**src/rtl/alu_arbiter_if.sv**
```systemverilog
// Bundle of the two requester ports and the shared ALU connection.
// The slave modport is the arbiter's view. The master modport is the
// view of the clients and of the ALU.
interface alu_arbiter_if #(
   parameter int DW = 4,
   parameter int RW = 8,
   parameter int SW = 2
);
   logic          req0;
   logic          req1;
   logic [DW-1:0] a0;
   logic [DW-1:0] b0;
   logic [DW-1:0] a1;
   logic [DW-1:0] b1;
   logic [SW-1:0] s0;
   logic [SW-1:0] s1;
   logic          ack0;
   logic          ack1;
   logic [RW-1:0] y0;
   logic [RW-1:0] y1;
   logic [DW-1:0] alu_a;
   logic [DW-1:0] alu_b;
   logic [SW-1:0] alu_s;
   logic [RW-1:0] alu_y;
   logic          busy;

   modport slave (
      input  req0, req1, a0, b0, a1, b1, s0, s1, alu_y,
      output ack0, ack1, y0, y1, alu_a, alu_b, alu_s, busy
   );

   modport master (
      output req0, req1, a0, b0, a1, b1, s0, s1, alu_y,
      input  ack0, ack1, y0, y1, alu_a, alu_b, alu_s, busy
   );
endinterface

```
**src/rtl/alu_arbiter.sv**
```systemverilog
// Round-robin arbiter and sequencer that shares one combinational 4-bit ALU
// between two requesters. The granted operands and opcode are registered onto
// the ALU inputs. One cycle later the ALU result is captured into the owner's
// result register and the owner receives a one-cycle ack.
module alu_arbiter #(
   parameter int DW = 4,
   parameter int RW = 8,
   parameter int SW = 2
) (
   input  logic          clk,
   input  logic          rst_n,
   alu_arbiter_if.slave  bus
);

   typedef enum logic [1:0] {
      IDLE = 2'd0,
      EXEC = 2'd1,
      RESP = 2'd2
   } state_t;

   state_t        state_reg,  state_next;
   logic          prio_reg,   prio_next;
   logic          owner_reg,  owner_next;
   logic [DW-1:0] alu_a_reg,  alu_a_next;
   logic [DW-1:0] alu_b_reg,  alu_b_next;
   logic [SW-1:0] alu_s_reg,  alu_s_next;
   logic [RW-1:0] y0_reg,     y0_next;
   logic [RW-1:0] y1_reg,     y1_next;
   logic          ack0_reg,   ack0_next;
   logic          ack1_reg,   ack1_next;
   logic          grant;

   // State and datapath registers. An asynchronous reset aborts any operation
   // in flight.
   always_ff @(posedge clk or negedge rst_n) begin
      if (!rst_n) begin
         state_reg <= IDLE;
         prio_reg  <= 1'b0;
         owner_reg <= 1'b0;
         alu_a_reg <= '0;
         alu_b_reg <= '0;
         alu_s_reg <= '0;
         y0_reg    <= '0;
         y1_reg    <= '0;
         ack0_reg  <= 1'b0;
         ack1_reg  <= 1'b0;
      end else begin
         state_reg <= state_next;
         prio_reg  <= prio_next;
         owner_reg <= owner_next;
         alu_a_reg <= alu_a_next;
         alu_b_reg <= alu_b_next;
         alu_s_reg <= alu_s_next;
         y0_reg    <= y0_next;
         y1_reg    <= y1_next;
         ack0_reg  <= ack0_next;
         ack1_reg  <= ack1_next;
      end
   end

   // Next-state logic. IDLE arbitrates and latches operands. EXEC captures
   // the settled ALU result and raises ack. RESP drops ack and moves the
   // priority pointer away from the port just served.
   always_comb begin
      state_next = state_reg;
      prio_next  = prio_reg;
      owner_next = owner_reg;
      alu_a_next = alu_a_reg;
      alu_b_next = alu_b_reg;
      alu_s_next = alu_s_reg;
      y0_next    = y0_reg;
      y1_next    = y1_reg;
      ack0_next  = 1'b0;
      ack1_next  = 1'b0;
      grant      = 1'b0;
      case (state_reg)
         IDLE: begin
            if (bus.req0 || bus.req1) begin
               // A lone requester wins outright. A tie goes to prio.
               grant      = (bus.req0 && bus.req1) ? prio_reg : bus.req1;
               owner_next = grant;
               if (grant) begin
                  alu_a_next = bus.a1;
                  alu_b_next = bus.b1;
                  alu_s_next = bus.s1;
               end else begin
                  alu_a_next = bus.a0;
                  alu_b_next = bus.b0;
                  alu_s_next = bus.s0;
               end
               state_next = EXEC;
            end
         end
         EXEC: begin
            if (owner_reg) begin
               y1_next   = bus.alu_y;
               ack1_next = 1'b1;
            end else begin
               y0_next   = bus.alu_y;
               ack0_next = 1'b1;
            end
            state_next = RESP;
         end
         RESP: begin
            prio_next  = ~owner_reg;
            state_next = IDLE;
         end
         default: state_next = IDLE;
      endcase
   end

   assign bus.ack0  = ack0_reg;
   assign bus.ack1  = ack1_reg;
   assign bus.y0    = y0_reg;
   assign bus.y1    = y1_reg;
   assign bus.alu_a = alu_a_reg;
   assign bus.alu_b = alu_b_reg;
   assign bus.alu_s = alu_s_reg;
   assign bus.busy  = (state_reg != IDLE);

endmodule

```
**src/flat_wrapper.sv**
```systemverilog
// flat-port wrapper written by rule: the top's interface ports become plain ports
module alu_arbiter_flat 
#(
   parameter int DW = 4,
   parameter int RW = 8,
   parameter int SW = 2
)
  (clk, rst_n, bus_req0, bus_req1, bus_a0, bus_b0, bus_a1, bus_b1, bus_s0, bus_s1, bus_alu_y, bus_ack0, bus_ack1, bus_y0, bus_y1, bus_alu_a, bus_alu_b, bus_alu_s, bus_busy);
  alu_arbiter_if #(.DW(DW), .RW(RW), .SW(SW)) bus_i ();
  input  logic clk;
  input  logic rst_n;
  input wire logic [$bits(bus_i.req0)-1:0] bus_req0;
  input wire logic [$bits(bus_i.req1)-1:0] bus_req1;
  input wire logic [$bits(bus_i.a0)-1:0] bus_a0;
  input wire logic [$bits(bus_i.b0)-1:0] bus_b0;
  input wire logic [$bits(bus_i.a1)-1:0] bus_a1;
  input wire logic [$bits(bus_i.b1)-1:0] bus_b1;
  input wire logic [$bits(bus_i.s0)-1:0] bus_s0;
  input wire logic [$bits(bus_i.s1)-1:0] bus_s1;
  input wire logic [$bits(bus_i.alu_y)-1:0] bus_alu_y;
  output wire logic [$bits(bus_i.ack0)-1:0] bus_ack0;
  output wire logic [$bits(bus_i.ack1)-1:0] bus_ack1;
  output wire logic [$bits(bus_i.y0)-1:0] bus_y0;
  output wire logic [$bits(bus_i.y1)-1:0] bus_y1;
  output wire logic [$bits(bus_i.alu_a)-1:0] bus_alu_a;
  output wire logic [$bits(bus_i.alu_b)-1:0] bus_alu_b;
  output wire logic [$bits(bus_i.alu_s)-1:0] bus_alu_s;
  output wire logic [$bits(bus_i.busy)-1:0] bus_busy;
  assign bus_i.req0 = bus_req0;
  assign bus_i.req1 = bus_req1;
  assign bus_i.a0 = bus_a0;
  assign bus_i.b0 = bus_b0;
  assign bus_i.a1 = bus_a1;
  assign bus_i.b1 = bus_b1;
  assign bus_i.s0 = bus_s0;
  assign bus_i.s1 = bus_s1;
  assign bus_i.alu_y = bus_alu_y;
  assign bus_ack0 = bus_i.ack0;
  assign bus_ack1 = bus_i.ack1;
  assign bus_y0 = bus_i.y0;
  assign bus_y1 = bus_i.y1;
  assign bus_alu_a = bus_i.alu_a;
  assign bus_alu_b = bus_i.alu_b;
  assign bus_alu_s = bus_i.alu_s;
  assign bus_busy = bus_i.busy;
  alu_arbiter #(.DW(DW), .RW(RW), .SW(SW)) u_core (.clk(clk), .rst_n(rst_n), .bus(bus_i));
endmodule
```
**config.mk**
```make
export PLATFORM = sky130hd
export DESIGN_NAME = alu_arbiter_flat
export DESIGN_NICKNAME = d
export VERILOG_FILES = /design/src/rtl/alu_arbiter_if.sv /design/src/rtl/alu_arbiter.sv /design/src/flat_wrapper.sv
export SDC_FILE = /design/constraint.sdc
export NUM_CORES = 1
export LEC_CHECK = 0
export ABC_AREA = 1
export BUFFER_PORTS_ARGS = -buffer_cell sky130_fd_sc_hd__buf_2
export CORE_ASPECT_RATIO = 1.75
export CORE_MARGIN = 2
export CORE_UTILIZATION = 31
export CTS_CLUSTER_DIAMETER = 200
export DETAILED_ROUTE_END_ITERATION = 12
export PLACE_DENSITY = 0.62
export SLEW_MARGIN = 40
export SYNTH_ARGS = -nofsm -noshare
export SYNTH_HDL_FRONTEND = slang
export SYNTH_SLANG_ARGS = --single-unit
export TNS_END_PERCENT = 5
```
**constraint.sdc**
```tcl
create_clock -name clk -period 1.7 [get_ports clk]
set_clock_uncertainty 0.2 [all_clocks]
set_input_delay 0.085 -clock clk [delete_from_list [all_inputs] [get_ports clk]]
set_output_delay 0.085 -clock clk [all_outputs]
set_load 0.01 [all_outputs]
```
-- Word-level counts from Yosys, hierarchy flattened
Cells that the tools add are included.
- reductions and logical operators: 7
- equality and inequality tests: 3
- muxes and demuxes: 10
- magnitude comparators: 0
- multipliers: 0
- shifts and indexed selects: 0
- $add $sub $neg: 0
- bitwise logic cells: 1
- div/mod/pow operators: 0
- operators by type and width (operator ; number):
    two-way mux 4 bit ; 2
    AND reduction 2 bit ; 3
    two-way mux 1 bit ; 5
    two-way mux 2 bit ; 2
    one-hot mux 2 bit (2 select lines) ; 1
    equality test 2 x 1 -> 1 bit (second input constant) ; 1
    equality test 2 bit (second input constant) ; 1
    zero test 2 bit ; 1
    != test 2 x 1 -> 1 bit (second input constant) ; 1
    nonzero test 2 bit ; 1
    logical AND 1 bit ; 1
    logical OR 1 bit ; 1
    inverter 1 bit ; 1
- flip-flop bits (word level): 32
- memories: 0
- logic and storage cells: 31
- input bits: 32
- memory bits (read-only): 0
- bits in latches: 0
- RAM bits: 0

-- Longest topological paths before layout
- word-level depth: 3
- depth in mapped cells: 7

-- Worst setup path after synthesis
OpenSTA, ideal clock, no wires.
- kind: reg2reg
- from: register u_core.state_reg[1]
- to: register u_core.alu_b_reg[0] (netlist: u_core.bus.alu_b[0])
- data arrival time: 0.963 ns
- data required time: 1.383 ns
- cell stages (with the launch flop): 8
- setup slack: 0.420 ns
- buffers on the path: 1
- cell sequence: dfrtp_1 -> inv_2 -> nand2_4 -> nor2_4 -> inv_4 -> buf_12 -> nand2_4 -> nand2_2
- word-level cells in the longest chain between the ends: 2
- ends and longest elaborated chain (item ; RTL line ; source):
    start, declared ; alu_arbiter.sv:21 ; state_t state_reg, state_next;
    start signal, assigned ; alu_arbiter.sv:48 ; state_reg <= state_next;
    zero test 2 bit ; alu_arbiter.sv:76 ; case (state_reg)
    AND reduction 2 bit (no line) ; n/a ;
    end signal, assigned ; alu_arbiter.sv:52 ; alu_b_reg <= alu_b_next;
    end, declared ; alu_arbiter.sv:25 ; logic [DW-1:0] alu_b_reg, alu_b_next;
No other way between the ends.
A chain may end at the register's enable or synchronous reset.

-- Worst setup path after layout
- from: input port bus_req0
- to: register u_core.alu_b_reg[0] (netlist: u_core.bus.alu_b[0])
- word-level cells in the longest chain between the ends: 3
- elaborated cells on any way between the ends: 5
- classes of those cells: mux (2); reduce/logical (3)
- ends and longest elaborated chain (item ; RTL line ; source):
    start, declared ; flat_wrapper.sv:12 ; input wire logic [$bits(bus_i.req0)-1:0] bus_req0;
    logical AND 1 bit ; alu_arbiter.sv:80 ; grant = (bus.req0 && bus.req1) ? prio_reg : bus.req1;
    two-way mux 1 bit ; alu_arbiter.sv:80 ;
    two-way mux 4 bit ; alu_arbiter.sv:82 ; if (grant) begin
Several ways; a longest one is shown, not always the timed one.

==> results.py <==
metrics = {
    "sta": {
        "fmax_ghz": 0.743,
        "tightest_slew_ns": 0.412,
        "fin_crit_sh": 0.792,
        "slew-limit-headroom": 0.725,
        "finalHoldViolations": 0,
        "setup_tns_ns": 0,
        "maxSlewViolCount": 0,
        "finalSetupViolations": 0,
        "final.min_clock_period_ns": 1.35,
        "rsz0062_at_grt": "no",
    },
    "critical_path": {
        "reg2reg_slack_ns": 0.38,
        "crit_chain": "dlygate4sd3_1, buf_2, nand2_1, nand2_1, nand2_1, nand3_1, nand2_2",
        "rr_startpoint": "u_core.state_reg[1]",
        "critPathArrivalTime_ns": 1.32,
        "crit_top_cell": "nand2_1",
        "critPathKind": "input pin to register",
        "cp_data_required_time_ns": 1.67,
        "crit_path_max_fanout": 11,
        "critPathSlowestCell": "dlygate4sd3_1",
        "startpoint_type": "input pin",
        "critPathCaptureType": "register",
        "reg2reg_to": "u_core.bus.alu_b[0]",
        "max_stage_delay_ns": 0.52,
        "rr_worst_depth": 6,
    },
    "layout": {
        "post_layout_nonfiller_instances": 315,
        "fin_area_um2": 2250,
        "fill_cells": 472,
        "area_growth_pct": 45.2,
        "finalNetCount": 293,
        "drive_above_1_share": 0.410,
        "n_antenna_cell": 0,
    },
    "hold_path": {
        "hold_start": "bus_req1",
        "hold_class": "input pin to register",
        "whs_endpoint": "u_core.state_reg[0]",
        "hold_depth": 3,
    },
    "pwr": {
        "ir_worst_vdd_mv": 0.834,
        "leakage_nw": 1.27,
        "cellPowerDensity_nw_per_um2": 1560,
    },
    "grt": {
        "grt_pass1_wl_mm": 6.33,
        "grt_pass1_vias": 1451,
        "grtUsageTotal": 0.143,
        "grt_max_degree": 33,
        "antenna_found_initial": 0,
        "grt_overflow_total": 0,
    },
    "place": {
        "hpwl_mm": 2.36,
        "gp_congestion": 0.740,
        "place_area_um2": 1870,
        "dp.cells": 278,
        "io_buffers": 60,
    },
    "synth": {
        "ys_warn_count": 0,
        "synth_cell_types": 16,
        "yosysMostFrequentCell": "nand2_1",
        "syn_nets": 200,
        "synth_top_area_share": 0.517,
        "yosysTopAreaCell": "dfrtp_1",
        "synth_area_leaders": "dfrtp_1, o21ai_2, nand2_1",
        "syn_inst": 168,
        "yosys-top-cells-count": "nand2_1, dfrtp_1, inv_1, nand3_1, o21ai_2",
        "synth-seq-cells": 32,
        "synth_ff_type": "dfrtp_1",
        "yosysSeqAreaShare": 0.517,
        "async_flop_share": 1.00,
        "syn-cell-area_um2": 1550,
        "synth-edff-count": 0,
        "syn_avg_cell_area_um2": 9.22,
    },
    "status": {
        "status": "finished clean",
    },
    "clock_tree": {
        "cts_setup_buffers": 0,
        "cts_sinks": 32,
        "cts_tree": "built",
        "hold_buffers": 30,
        "cts_buffers": 5,
        "clk_latency_ns": 0.28,
        "path_clk_slew_ns": 0.07,
        "cts_buffer_depth": 2,
        "cts_max_level": 2,
        "root_buffer": "clkbuf_8",
        "cts_resized": 0,
    },
    "die": {
        "pin_count": 61,
        "rows": 34,
        "fp.dieH_um": 97.5,
        "start_util": 0.317,
        "die_area_um2": 5600,
        "coreArea_um2": 4890,
        "fp.dieW_um": 57.4,
    },
    "drt": {
        "dr.pass1.iters": 4,
        "vias_per_cell": 4.25,
        "wl_per_cell_um": 11.5,
        "drc": 0,
        "totalWireLength_mm": 3.62,
        "drtIter0Drc": 48,
        "vias": 1340,
        "ant_nets": 0,
    },
    "run": {
        "maxCapViolations": 0,
    },
}
[power by group]
group	switching [W]	internal [W]	leakage [nW]
registers	0.000231	0.00113	0.393
clock network	0.000276	0.000278	0.0410
logic	0.000915	0.000668	0.841
[routing by layer]
layer,track usage,vias up,wire length [um]
li1,-,691,-
met1,0.148,593,1350
met2,0.269,51,1970
met3,0.0293,5,237
met4,0.0519,0,58
met5,0,-,0
[worst max-delay path by stage]
stage                        start             endpoint  slack [ns]  cells past startpoint
5_1_grt                   bus_req0  u_core.bus.alu_s[0]        0.24                      7
3_3_place_gp   u_core.state_reg[1]  u_core.bus.alu_a[3]        0.40                      6
2_1_floorplan  u_core.state_reg[1]  u_core.bus.alu_b[0]        0.42                      7
6_report                  bus_req0  u_core.bus.alu_b[0]        0.35                      7
4_1_cts        u_core.state_reg[1]     u_core.bus.y1[4]        0.36                      4
3_5_place_dp   u_core.state_reg[1]     u_core.bus.y1[4]        0.36                      4
[cell families (layout without fill, tap and decap cells)]
family                 count (synthesis)  count (layout)  share of synthesized area
DFF                                   32              32                      0.517
AOI/OAI and AO/OA                     19              19                      0.101
buffers and inverters                 42             135                      0.131
and+or+nand+nor                       75              75                      0.251
[layout by cell type, fill, tap and decap left out]
cell,n
buf_2,60
clkbuf_1,1
a21oi_1,1
nand3_1,20
buf_4,3
clkbuf_8,5
inv_4,1
clkinv_2,1
o21ai_2,16
dlygate4sd3_1,30
a31oi_1,1
inv_1,32
nor2_4,3
dfrtp_1,32
nand2_1,36
nand2_4,4
nand2_2,12
o21ai_0,1
inv_2,2
[stage by stage]
step | utilization | power (W) | worst slack [ns] | hold WS [ns]
3_5_place_dp | 0.382 | 0.00294 | 0.365 | -0.0631
2_1_floorplan | - | 0.00247 | 0.420 | -0.411
5_1_grt | 0.460 | 0.00381 | 0.238 | 0.0649
3_3_place_gp | 0.382 | 0.00291 | 0.400 | -0.0658
6_report | 0.460 | 0.00350 | 0.354 | 0.0369
4_1_cts | 0.460 | 0.00356 | 0.357 | 0.0347
[area by class of cell]
class,instances,area [um^2],area share
Multi-Input combinational cell,94,546,0.243
Timing Repair Buffer,93,623,0.277
Inverter,35,134,0.0595
Sequential cell,32,801,0.356
Clock inverter,1,5.00,0.00223
Clock buffer,6,72.6,0.0323
Tap cell,54,67.6,0.0301
[critical path: cells and delay by family]
family,cells,cell delay [ns]
AND/OR/NAND/NOR,5,0.57
buffers and inverters,2,0.66
(Power assumes the default switching activity.)
